## src/rtl/therm_sort_pipe_pkg.sv

```systemverilog
`default_nettype none
// +--------------------------------------------------------------------------+
// | therm_pkg                                                                 |
// | Thermometer-code helpers: monotonicity check and AND/OR compare-exchange. |
// | Rev 1.0                                                                   |
// +--------------------------------------------------------------------------+
package therm_pkg;

    // Widest supported code. Narrower codes are zero-extended, which keeps
    // both monotonicity and AND/OR results unchanged.
    localparam int THERM_MAX_W = 64;

    typedef logic [THERM_MAX_W-1:0] therm_max_t;

    function automatic logic therm_is_valid(input therm_max_t code);
        logic ok;
        ok = 1'b1;
        for (int i = 1; i < THERM_MAX_W; i++) begin
            if (code[i] && !code[i-1]) ok = 1'b0;
        end
        return ok;
    endfunction

    function automatic therm_max_t therm_cmp_lo(input therm_max_t a, input therm_max_t b);
        return a & b;
    endfunction

    function automatic therm_max_t therm_cmp_hi(input therm_max_t a, input therm_max_t b);
        return a | b;
    endfunction

endpackage
`default_nettype wire

```

## src/rtl/therm_sort_pipe_cx_stage.sv

```systemverilog
`default_nettype none
// +--------------------------------------------------------------------------+
// | therm_cx_stage                                                            |
// | One registered odd/even compare-exchange layer with valid/err carry.      |
// | Rev 1.0                                                                   |
// +--------------------------------------------------------------------------+
module therm_cx_stage
    import therm_pkg::*;
#(
    parameter int N          = 4,
    parameter int M          = 4,
    parameter int ODD        = 0,
    parameter int DESCENDING = 0
) (
    input  logic           clk,
    input  logic           rst,
    input  logic           en,
    input  logic           in_valid,
    input  logic [M*N-1:0] in_data,
    input  logic           in_err,
    output logic           out_valid,
    output logic [M*N-1:0] out_data,
    output logic           out_err
);

    logic [M*N-1:0] w_next;

    function automatic logic [N-1:0] f_lo(input logic [N-1:0] a, input logic [N-1:0] b);
        return N'(therm_cmp_lo(therm_max_t'(a), therm_max_t'(b)));
    endfunction

    function automatic logic [N-1:0] f_hi(input logic [N-1:0] a, input logic [N-1:0] b);
        return N'(therm_cmp_hi(therm_max_t'(a), therm_max_t'(b)));
    endfunction

    // Each channel is either the lower member of a pair, the upper member,
    // or unpaired (edge channel on this layer's parity).
    for (genvar c = 0; c < M; c++) begin : g_ch
        localparam bit c_is_lo = ((c % 2) == ODD) && (c + 1 < M);
        localparam bit c_is_hi = (c >= 1) && (((c + 1) % 2) == ODD);

        if (c_is_lo) begin : g_lo
            if (DESCENDING != 0) begin : g_desc
                assign w_next[c*N +: N] = f_hi(in_data[c*N +: N], in_data[(c+1)*N +: N]);
            end else begin : g_asc
                assign w_next[c*N +: N] = f_lo(in_data[c*N +: N], in_data[(c+1)*N +: N]);
            end
        end else if (c_is_hi) begin : g_hi
            if (DESCENDING != 0) begin : g_desc
                assign w_next[c*N +: N] = f_lo(in_data[(c-1)*N +: N], in_data[c*N +: N]);
            end else begin : g_asc
                assign w_next[c*N +: N] = f_hi(in_data[(c-1)*N +: N], in_data[c*N +: N]);
            end
        end else begin : g_pass
            assign w_next[c*N +: N] = in_data[c*N +: N];
        end
    end

    always_ff @(posedge clk or posedge rst) begin
        if (rst) begin
            out_valid <= 1'b0;
            out_data  <= '0;
            out_err   <= 1'b0;
        end else if (en) begin
            out_valid <= in_valid;
            out_data  <= w_next;
            out_err   <= in_err;
        end
    end

endmodule
`default_nettype wire

```

## src/rtl/therm_sort_pipe.sv

```systemverilog
`default_nettype none
// +--------------------------------------------------------------------------+
// | therm_sort_pipe                                                           |
// | M-stage odd-even transposition sorter for thermometer codes, with        |
// | valid/ready streaming and malformed-code flagging.                        |
// | Rev 1.0                                                                   |
// +--------------------------------------------------------------------------+
module therm_sort_pipe
    import therm_pkg::*;
#(
    parameter int N          = 4,
    parameter int M          = 4,
    parameter int DESCENDING = 0
) (
    input  logic           clk,
    input  logic           rst,
    input  logic           in_valid,
    output logic           in_ready,
    input  logic [M*N-1:0] in_data,
    output logic           out_valid,
    input  logic           out_ready,
    output logic [M*N-1:0] out_data,
    output logic           out_err
);

    typedef logic [N-1:0] therm_t;

    logic           w_adv;
    logic           w_in_err;
    logic [M-1:0]   w_ch_ok;
    therm_t         w_ch_code [M];
    logic [M:0]     w_valid;
    logic [M:0]     w_err;
    logic [M*N-1:0] w_data [M+1];

    // Whole pipe moves in lockstep; bubbles are carried, not squeezed out.
    assign w_adv    = out_ready || !out_valid;
    assign in_ready = w_adv;

    for (genvar c = 0; c < M; c++) begin : g_chk
        assign w_ch_code[c] = in_data[c*N +: N];
        assign w_ch_ok[c]   = therm_is_valid(therm_max_t'(w_ch_code[c]));
    end

    assign w_in_err = ~&w_ch_ok;

    assign w_valid[0] = in_valid;
    assign w_data[0]  = in_data;
    assign w_err[0]   = w_in_err;

    for (genvar s = 0; s < M; s++) begin : g_stage
        therm_cx_stage #(
            .N          (N),
            .M          (M),
            .ODD        (s % 2),
            .DESCENDING (DESCENDING)
        ) u_stage (
            .clk       (clk),
            .rst       (rst),
            .en        (w_adv),
            .in_valid  (w_valid[s]),
            .in_data   (w_data[s]),
            .in_err    (w_err[s]),
            .out_valid (w_valid[s+1]),
            .out_data  (w_data[s+1]),
            .out_err   (w_err[s+1])
        );
    end

    assign out_valid = w_valid[M];
    assign out_data  = w_data[M];
    assign out_err   = w_err[M];

endmodule
`default_nettype wire

```

## config.mk

```make
export PLATFORM = sky130hd
export DESIGN_NAME = therm_sort_pipe
export DESIGN_NICKNAME = d
export VERILOG_FILES = /design/src/rtl/therm_sort_pipe_pkg.sv /design/src/rtl/therm_sort_pipe_cx_stage.sv /design/src/rtl/therm_sort_pipe.sv
export SDC_FILE = /design/constraint.sdc
export NUM_CORES = 1
export LEC_CHECK = 0
export ABC_AREA = 1
export CAP_MARGIN = 15
export CORE_ASPECT_RATIO = 0.5
export CORE_UTILIZATION = 35
export CTS_CLUSTER_SIZE = 40
export DETAILED_ROUTE_END_ITERATION = 16
export HOLD_SLACK_MARGIN = 0.03
export PLACE_DENSITY_LB_ADDON = 0.25
export SLEW_MARGIN = 25
export SYNTH_ARGS = -nofsm -noshare
export SYNTH_HDL_FRONTEND = slang
export SYNTH_HIERARCHICAL = 1
export SYNTH_SLANG_ARGS = --single-unit
```

## constraint.sdc

```tcl
create_clock -name clk -period 1.9 [get_ports clk]
set_clock_uncertainty 0.2 [all_clocks]
set_input_delay 0.19 -clock clk [delete_from_list [all_inputs] [get_ports clk]]
set_output_delay 0.19 -clock clk [all_outputs]
set_load 0.01 [all_outputs]
```

# ---- Word-level counts from Yosys, hierarchy flattened
# Cells that the tools add are included.
# W data, S select, Z words.
dict set report totals {
  reg_bits 72
  in_bits 20
  out_inout_bits 19
  wordCells 64
}
dict set report op_classes {
  muxes 12
  bitwise_logic 12
  n_reduce_logical 28
}
# operator count
set op_table {}
lappend op_table {{$and A4 B4 Y4} 6}
lappend op_table {{$or A4 B4 Y4} 6}
lappend op_table {{$logic_not A1 Y1} 14}
lappend op_table {{$logic_and A1 B1 Y1} 12}
lappend op_table {{$mux W1} 12}
lappend op_table {{$reduce_and A4 Y1} 1}
lappend op_table {{$logic_or A1 B1 Y1} 1}

# ---- Depth between registers and ports, before layout
# Gate-level depths: netlist of the first run.
dict set report depth {
  word_depth 7
  depth_mapped 7
  depth_no_buf 7
}

# ---- Modules after synthesis
# The synthesis of the first run kept the hierarchy.
# module n_inst cells_per_inst area_per_inst_um2
set by_module_without_submodules {}
lappend by_module_without_submodules {{therm_cx_stage at g_stage[1].u_stage ...} 2 77 724.4}
lappend by_module_without_submodules {{therm_cx_stage at g_stage[0].u_stage ...} 2 77 719.4}
lappend by_module_without_submodules {therm_sort_pipe 1 34 130.1}

# ---- Least setup slack after synthesis of the first run
# No wires, ideal clock.
dict set report synth_path {
  kind {reg-to-reg}
  from {register g_stage[3].u_stage.out_valid}
  to {register g_stage[3].u_stage.out_valid}
  setup_time_ns 0.117
  arrival_time_ns 1.088
  required_time_ns 1.583
  setup_slack_ns 0.496
  path_stages_with_launch 7
  synth_period_minus_slack_ns 1.404
  cell_sequence {dfrtp_1 -> nand2_1 -> buf_6 -> inv_8 -> buf_8 -> nand2_1 -> nand2_1}
}
dict set report synth_via {
  elab_chain_cells 2
}
# element line_no
set synth_rtl {}
lappend synth_rtl {{start, declared} therm_sort_pipe_cx_stage.sv:21} ;# output logic out_valid,
lappend synth_rtl {{start signal, assigned} therm_sort_pipe_cx_stage.sv:65} ;# out_valid <= in_valid;
lappend synth_rtl {{$logic_not A1 Y1} therm_sort_pipe.sv:37} ;# assign w_adv = out_ready || !out_valid;
lappend synth_rtl {{$logic_or A1 B1 Y1} therm_sort_pipe.sv:37}
lappend synth_rtl {{via in_ready} therm_sort_pipe.sv:18} ;# output logic in_ready,
# The timed path passes the listed nets, and every way through them passes these cells.
# A chain may end at the register's enable or synchronous reset.

# ---- Final worst setup path of the first run
dict set report layout_path {
  from {register g_stage[3].u_stage.out_valid}
  to {output in_ready}
}
dict set report layout_via {
  elab_chain_cells 2
}
# element line_no
set layout_rtl {}
lappend layout_rtl {{$logic_not A1 Y1} therm_sort_pipe.sv:37}
lappend layout_rtl {{$logic_or A1 B1 Y1} therm_sort_pipe.sv:37}
lappend layout_rtl {{end, declared} therm_sort_pipe.sv:18}
# Every way passes these cells.

==> summary.txt, run 1 <==
Floorplan
  • Site row count: 23
  • DIE AREA: 9020 sq um
  • Die X: ~130 um
  • Initial Util: 36.9%
  • Top-Level Pins: 39
  • Die Span Y: between 60 and 70 um
  • Core area: 8170 sq um

Outcome
  • Status: complete, no violations

Pwr
  • PwrDens: 1480 nW/um^2
  • Reg power frac: 43.7%
  • Logic pwr share: ~25%
  • Max VDD drop: 0.595 mV
  • Leakage: 1.92 nW
  • Clk pwr share: ~31%
  • Internal: around 0.0039 W
  • Pwr Total: between 0.005 and 0.006 W
  • Net Switching: between 0.0015 and 0.002 W
  • Switch share: between 30% and 40%

Global route
  • Vias in the first global route: 2102
  • Total track usage: 15.3%
  • First-pass GRT wire length: 10400 um
  • Pin count of the biggest net entering global routing: 62
  • Initial antenna violation count: 0
  • Overflow after GRT: 0

Timing
  • Fin crit period: 1.80 ns
  • Max_slew headroom: 56.7%
  • RSZ-0062 raised after global routing: no
  • Peak Freq: 557 MHz
  • Max Transition Viols Final: 0
  • Min Hold Slack: about 0.10 ns
  • Tcrit/Tclk final: 94.5%
  • Final setup TNS: 0 ns
  • Final Hold Fails: 0
  • Setup-failing EPs final: 0
  • Least-Margin Pin Slew: 0.649 ns

Worst setup path
  • CP required: 1.51 ns
  • Worst Path Arrival: 1.41 ns
  • CP Cell Sequence: nand2_2, clkdlybuf4s50_1
  • Setup crit end: in_ready
  • CP peak stage delay: 0.55 ns
  • Reg2reg start: g_stage[3].u_stage/out_valid$_DFFE_PP0P_
  • Startpoint Class: flip-flop
  • Crit path max-delay family: buffers and inverters
  • Worst R2R End: g_stage[2].u_stage/out_data[7]$_DFFE_PP0P_
  • Crit Path Class: flip-flop to output port
  • Crit Path Max Fanout: 3
  • Reg2reg path depth: 5
  • Buf+Inv Stages, Crit Path: 1
  • Number of cells on the critical path: 2
  • CP Capture Type: output port
  • Setup crit start: g_stage[3].u_stage/out_valid$_DFFE_PP0P_
  • Reg2reg setup slack: between 0.4 and 0.5 ns
  • Worst path slowest cell: clkdlybuf4s50_1

Clocking
  • Clock buffer depth: 2
  • H-tree lvl count: 3
  • CTS Sinks: 72
  • Worst-path clk slew: 0.06 ns
  • Worst skew pair latency: 0.33 ns
  • CTS tree: built
  • Setup Fix Bufs, Post-CTS: 0
  • # resized after CTS: 0
  • Root buf cell: clkbuf_16
  • CTS Hold Bufs: 0
  • Cts bufs inserted: 9

Route
  • DRC: 0
  • Wire length per cell: 12.0 um
  • Post-DRT Antenna Nets: 0
  • DRT iter0 DRCs: 103
  • Routed WL: 6010 um
  • Vias: 2263
  • Via-per-instance ratio: 4.52
  • Detailed Routing Iterations Pass 1: 5

Logic synthesis
  • Yosys cell types: 12
  • Top cell type by total area after synthesis: dfrtp_1
  • Ranking of synthesized cells by area: dfrtp_1 (60%), nand2_1 (22%), nand3_1 (4.1%)
  • Yosys top cell area share: 59.7%
  • Post-synthesis cell area: 3020 sq um
  • Average cell area after synthesis: 8.82 sq um
  • Number of synthesis warnings: 6
  • Register area share after synthesis: between 50% and 60%
  • Syn Inst Count: between 300 and 400
  • Mapped Nets: 362
  • Seq cells post-synth: 72

Placed design
  • Post-DP HPWL: around 4300 um
  • Port Buffers: 38
  • Routability Congestion: 0.858

Worst hold path
  • Hold WC Path Type: input port to async pin

Final layout
  • # fillers: ~790
  • Layout Area Growth over Synthesis: 25.1%
  • N_diodes: 0
  • Layout net count: 404
  • Layout cells sized above 1: 9.00%

Job
  • Max_cap viols: 0
-- routing by layer --
metal  wire length, um  GRT usage [%]  part of all wire [%]
met2              2380           20.9                    40
met3               334           5.56                   5.6
met1              3240           22.1                    54
met5                 0              0                     0
met4                57           4.97                  0.95
-- cells in the mapped netlist --
| cell | count |
|---|---|
| dfrtp_1 | 72 |
| nand2_2 | 10 |
| nor2_1 | 3 |
| inv_8 | 2 |
| buf_4 | 2 |
| inv_1 | 16 |
| nand3_1 | 25 |
| buf_6 | 8 |
| buf_8 | 2 |
| nand2_1 | 175 |
| inv_6 | 2 |
| o21ai_0 | 25 |
-- logic make-up after synthesis --
kind of cell	Yosys count	synth area share, %
DFF	72	59.7
buffers and inverters	32	7.79
and+or+nand+nor	213	28.4
AOI/OAI and AO/OA	25	4.15
-- flip-flops by register name, indices dropped and copies added, names as in the netlist --
register                   count
g_stage.u_stage/out_data      64
g_stage.u_stage/out_valid      4
g_stage.u_stage/out_err        4
-- cell usage in the layout, fill, tap and decap left out --
cell | Yosys | layout
nand2_1 | 175 | 174
inv_8 | 2 | 2
inv_1 | 16 | 16
nand3_1 | 25 | 25
clkbuf_16 | 0 | 9
clkbuf_8 | 0 | 4
buf_12 | 0 | 1
bufinv_16 | 0 | 1
buf_4 | 2 | 4
dfrtp_1 | 72 | 72
clkbuf_1 | 0 | 1
nand2_2 | 10 | 11
clkdlybuf4s50_1 | 0 | 38
clkinv_2 | 0 | 1
nor2_1 | 3 | 3
o21ai_0 | 25 | 25
inv_6 | 2 | 2
-- metrics by stage --
stage               instance area [sq um]  util, %  instances  setup slack [ns]
CTS                                  3770     46.2        501            0.0856
global route                         3770     46.2        501            0.0572
floorplan                            3020        -        342             0.496
finish                               3770     46.2        501             0.104
detailed placement                   3460     42.3        485             0.154
global placement                     3460     42.3        485             0.197
-- area by class of cell --
class                   count  area [sq um]  share of cell area (%)
clock inverters             2          35.0                   0.928
repair buffers             43           430                    11.4
well taps                 112           140                    3.71
inverters                  20           100                    2.65
clock buffers              14           284                    7.52
multi-input cells         238           983                    26.1
flip-flops and latches     72          1800                    47.7
-- power by group through the flow --
stage,clock network (W),logic (W),registers (W)
floorplan,0,0.000899,0.00244
global placement,0,0.00138,0.00245
detailed placement,0,0.00143,0.00247
CTS,0.00177,0.00144,0.00244
global route,0.00185,0.00161,0.00252
finish,0.00173,0.00142,0.00244
-- worst min-delay path by stage --
stage / start / endpoint / cells after the start
after global routing: rst / g_stage[3].u_stage/out_data[3]$_DFFE_PP0P_ / 3
final: rst / g_stage[2].u_stage/out_data[8]$_DFFE_PP0P_ / 3
after global placement: g_stage[2].u_stage/out_valid$_DFFE_PP0P_ / g_stage[2].u_stage/out_valid$_DFFE_PP0P_ / 2
after floorplan: rst / g_stage[0].u_stage/out_data[0]$_DFFE_PP0P_ / 1
after CTS: rst / g_stage[2].u_stage/out_data[8]$_DFFE_PP0P_ / 3
after detailed placement: g_stage[0].u_stage/out_err$_DFFE_PP0P_ / g_stage[0].u_stage/out_err$_DFFE_PP0P_ / 2
-- worst min-delay path, cell delays in order --
cell	delay (ns)
clkdlybuf4s50_1	0.49
inv_1	0.08
buf_4	0.24
(Power assumes the default switching activity.)
==> run 2: changes to the inputs <==
CORE_MARGIN = 10   (was default)
TNS_END_PERCENT = 30   (was default)
==> run 2 against run 1 <==
  * Sequential power about the same
  * Fmax up 2.0%
  * Largest power group unchanged
  * Utilization down 0.10 points
  * Clock power down 4%
  * Largest cell class unchanged
==> summary.txt, run 2 (same netlist as run 1, synthesis figures left out) <==
Clocking
  • Clock buffer depth: 2
  • CTS Sinks: 72
  • Setup Fix Bufs, Post-CTS: 0
  • Worst-path clk slew: roughly 0.05 ns
  • CTS tree: built
  • Cts bufs inserted: 9
  • H-tree lvl count: 3
  • Root buf cell: clkbuf_16
  • Worst skew pair latency: approximately 0.31 ns

Floorplan
  • Initial Util: 36.8%
  • DIE AREA: approximately 13000 sq um
  • Top-Level Pins: 39
  • Site row count: 23
  • Core area: 8200 sq um
  • Die Span Y: 85.7 um
  • Die X: 151 um

Global route
  • Total track usage: 10.5%
  • Overflow after GRT: 0
  • First-pass GRT wire length: approximately 11000 um
  • Pin count of the biggest net entering global routing: 61
  • Initial antenna violation count: 0
  • Vias in the first global route: roughly 2200

Final layout
  • Commonest non-fill, non-tap cell in the layout: nand2_1
  • Layout net count: 406
  • Final core utilization: 46.1%
  • Layout cells sized above 1: a little under a tenth
  • Commonest cells after routing, fill and taps aside: nand2_1 (174), dfrtp_1 (72), clkdlybuf4s50_1 (38)
  • Layout Area Growth over Synthesis: 25.2%
  • Largest Register: g_stage.u_stage/out_data
  • Max reg flops: 64
  • Largest regs: g_stage.u_stage/out_data (64), g_stage.u_stage/out_err (4), g_stage.u_stage/out_valid (4)
  • N_diodes: 0

Timing
  • Fin crit period: ~1.8 ns
  • Least-Margin Pin Slew: 0.278 ns
  • Max_slew headroom: 81.3%
  • Final setup TNS: 0 ns
  • RSZ-0062 raised after global routing: no
  • Peak Freq: 568 MHz
  • Max Transition Viols Final: 0
  • Final Hold Fails: 0
  • Setup-failing EPs final: 0
  • Tcrit/Tclk final: between 90% and 100%

Route
  • Wire length per cell: between 10 and 15 um
  • Detailed Routing Iterations Pass 1: 4
  • DRC: 0
  • DRT iter0 DRCs: 165
  • Vias: 2208
  • Routed WL: between 6000 and 7000 um
  • Via-per-instance ratio: 4.40
  • Post-DRT Antenna Nets: 0

Worst setup path
  • Buf+Inv Stages, Crit Path: 1
  • Worst Path Arrival: 1.37 ns
  • CP Capture Type: output port
  • Crit Path Class: flip-flop to output port
  • CP peak stage delay: 0.55 ns
  • Crit Path Max Fanout: 3
  • CP Cell Sequence: nand2_2, clkdlybuf4s50_1
  • CP required: 1.51 ns
  • Crit path max-delay family: buffers and inverters
  • Startpoint Class: flip-flop
  • Worst path slowest cell: clkdlybuf4s50_1

Pwr
  • PwrDens: 1460 nW/um^2
  • Max VDD drop: 0.636 mV
  • Pwr Total: 0.00553 W
  • Leakage: 1.92 nW

Job
  • Max_cap viols: 0

Worst hold path
  • Hold WC Path Type: input port to flip-flop

Placed design
  • Routability Congestion: 0.793
  • Post-DP HPWL: 4650 um
  • Port Buffers: 38

Outcome
  • Status: complete, no violations
==> run 2: worst paths after layout <==
kind / start / to / slack (ns) / depth (start not counted)
worst max register to register: g_stage[3].u_stage/out_valid$_DFFE_PP0P_ / g_stage[0].u_stage/out_data[14]$_DFFE_PP0P_ / 0.55 / 5
worst min-delay path: in_valid / g_stage[0].u_stage/out_valid$_DFFE_PP0P_ / 0.22 / 3
worst min register to register: g_stage[2].u_stage/out_valid$_DFFE_PP0P_ / g_stage[2].u_stage/out_valid$_DFFE_PP0P_ / 0.27 / 2
max in group asynchronous: rst / g_stage[2].u_stage/out_data[14]$_DFFE_PP0P_ / 0.57 / 4
min in group asynchronous: rst / g_stage[2].u_stage/out_valid$_DFFE_PP0P_ / 0.53 / 3
worst max-delay path: g_stage[3].u_stage/out_valid$_DFFE_PP0P_ / in_ready / 0.14 / 2
==> run 2: power by group <==
part / leakage [nW] / total (W) / switching, W / internal (W)
Combinational: 0.901 / 0.00143 / 0.000805 / 0.000624
Sequential: 0.869 / 0.00244 / 0.000368 / 0.00207
Clock: 0.154 / 0.00166 / 0.000553 / 0.00111
Total: 1.92 / 0.00553 / 0.00173 / 0.00381
==> run 2: what timing repair did <==
action,4_1_cts,5_1_grt
hold buffers,1,0
gates resized for setup,0,0
endpoints found under the hold margin,3,0
==> run 2: worst reg2reg max path, cell delays in order (launching register included) <==
cell	delay (ns)
dfrtp_1	0.39
nand2_2	0.12
buf_12	0.26
inv_6	0.13
nand2_1	0.09
nand2_1	0.05
==> run 2: metrics by stage <==
stage	area, sq um	worst slack, ns	hold slack [ns]	instances
after detailed placement	3460	0.180	0.260	486
after CTS	3780	0.119	0.216	502
after global placement	3460	0.177	0.259	486
after global routing	3780	0.0794	0.259	502
after floorplan	3020	0.496	-0.0714	342
final	3780	0.138	0.217	502
==> run 2: layout make-up <==
cell class | count | area, sq um
Fill cell | 807 | 4420
Sequential cell | 72 | 1800
Multi-Input combinational cell | 238 | 983
Timing Repair Buffer | 45 | 448
Clock buffer | 12 | 267
Tap cell | 112 | 140
Inverter | 20 | 100
Clock inverter | 3 | 40.0
==> run 2: routing by layer <==
metal	GRT usage (%)	routed length [um]	up-vias
li1	-	-	1146
met1	14.9	3460	1019
met2	13.7	2350	41
met3	4.19	438	2
met4	3.65	41	0
met5	0	0	-
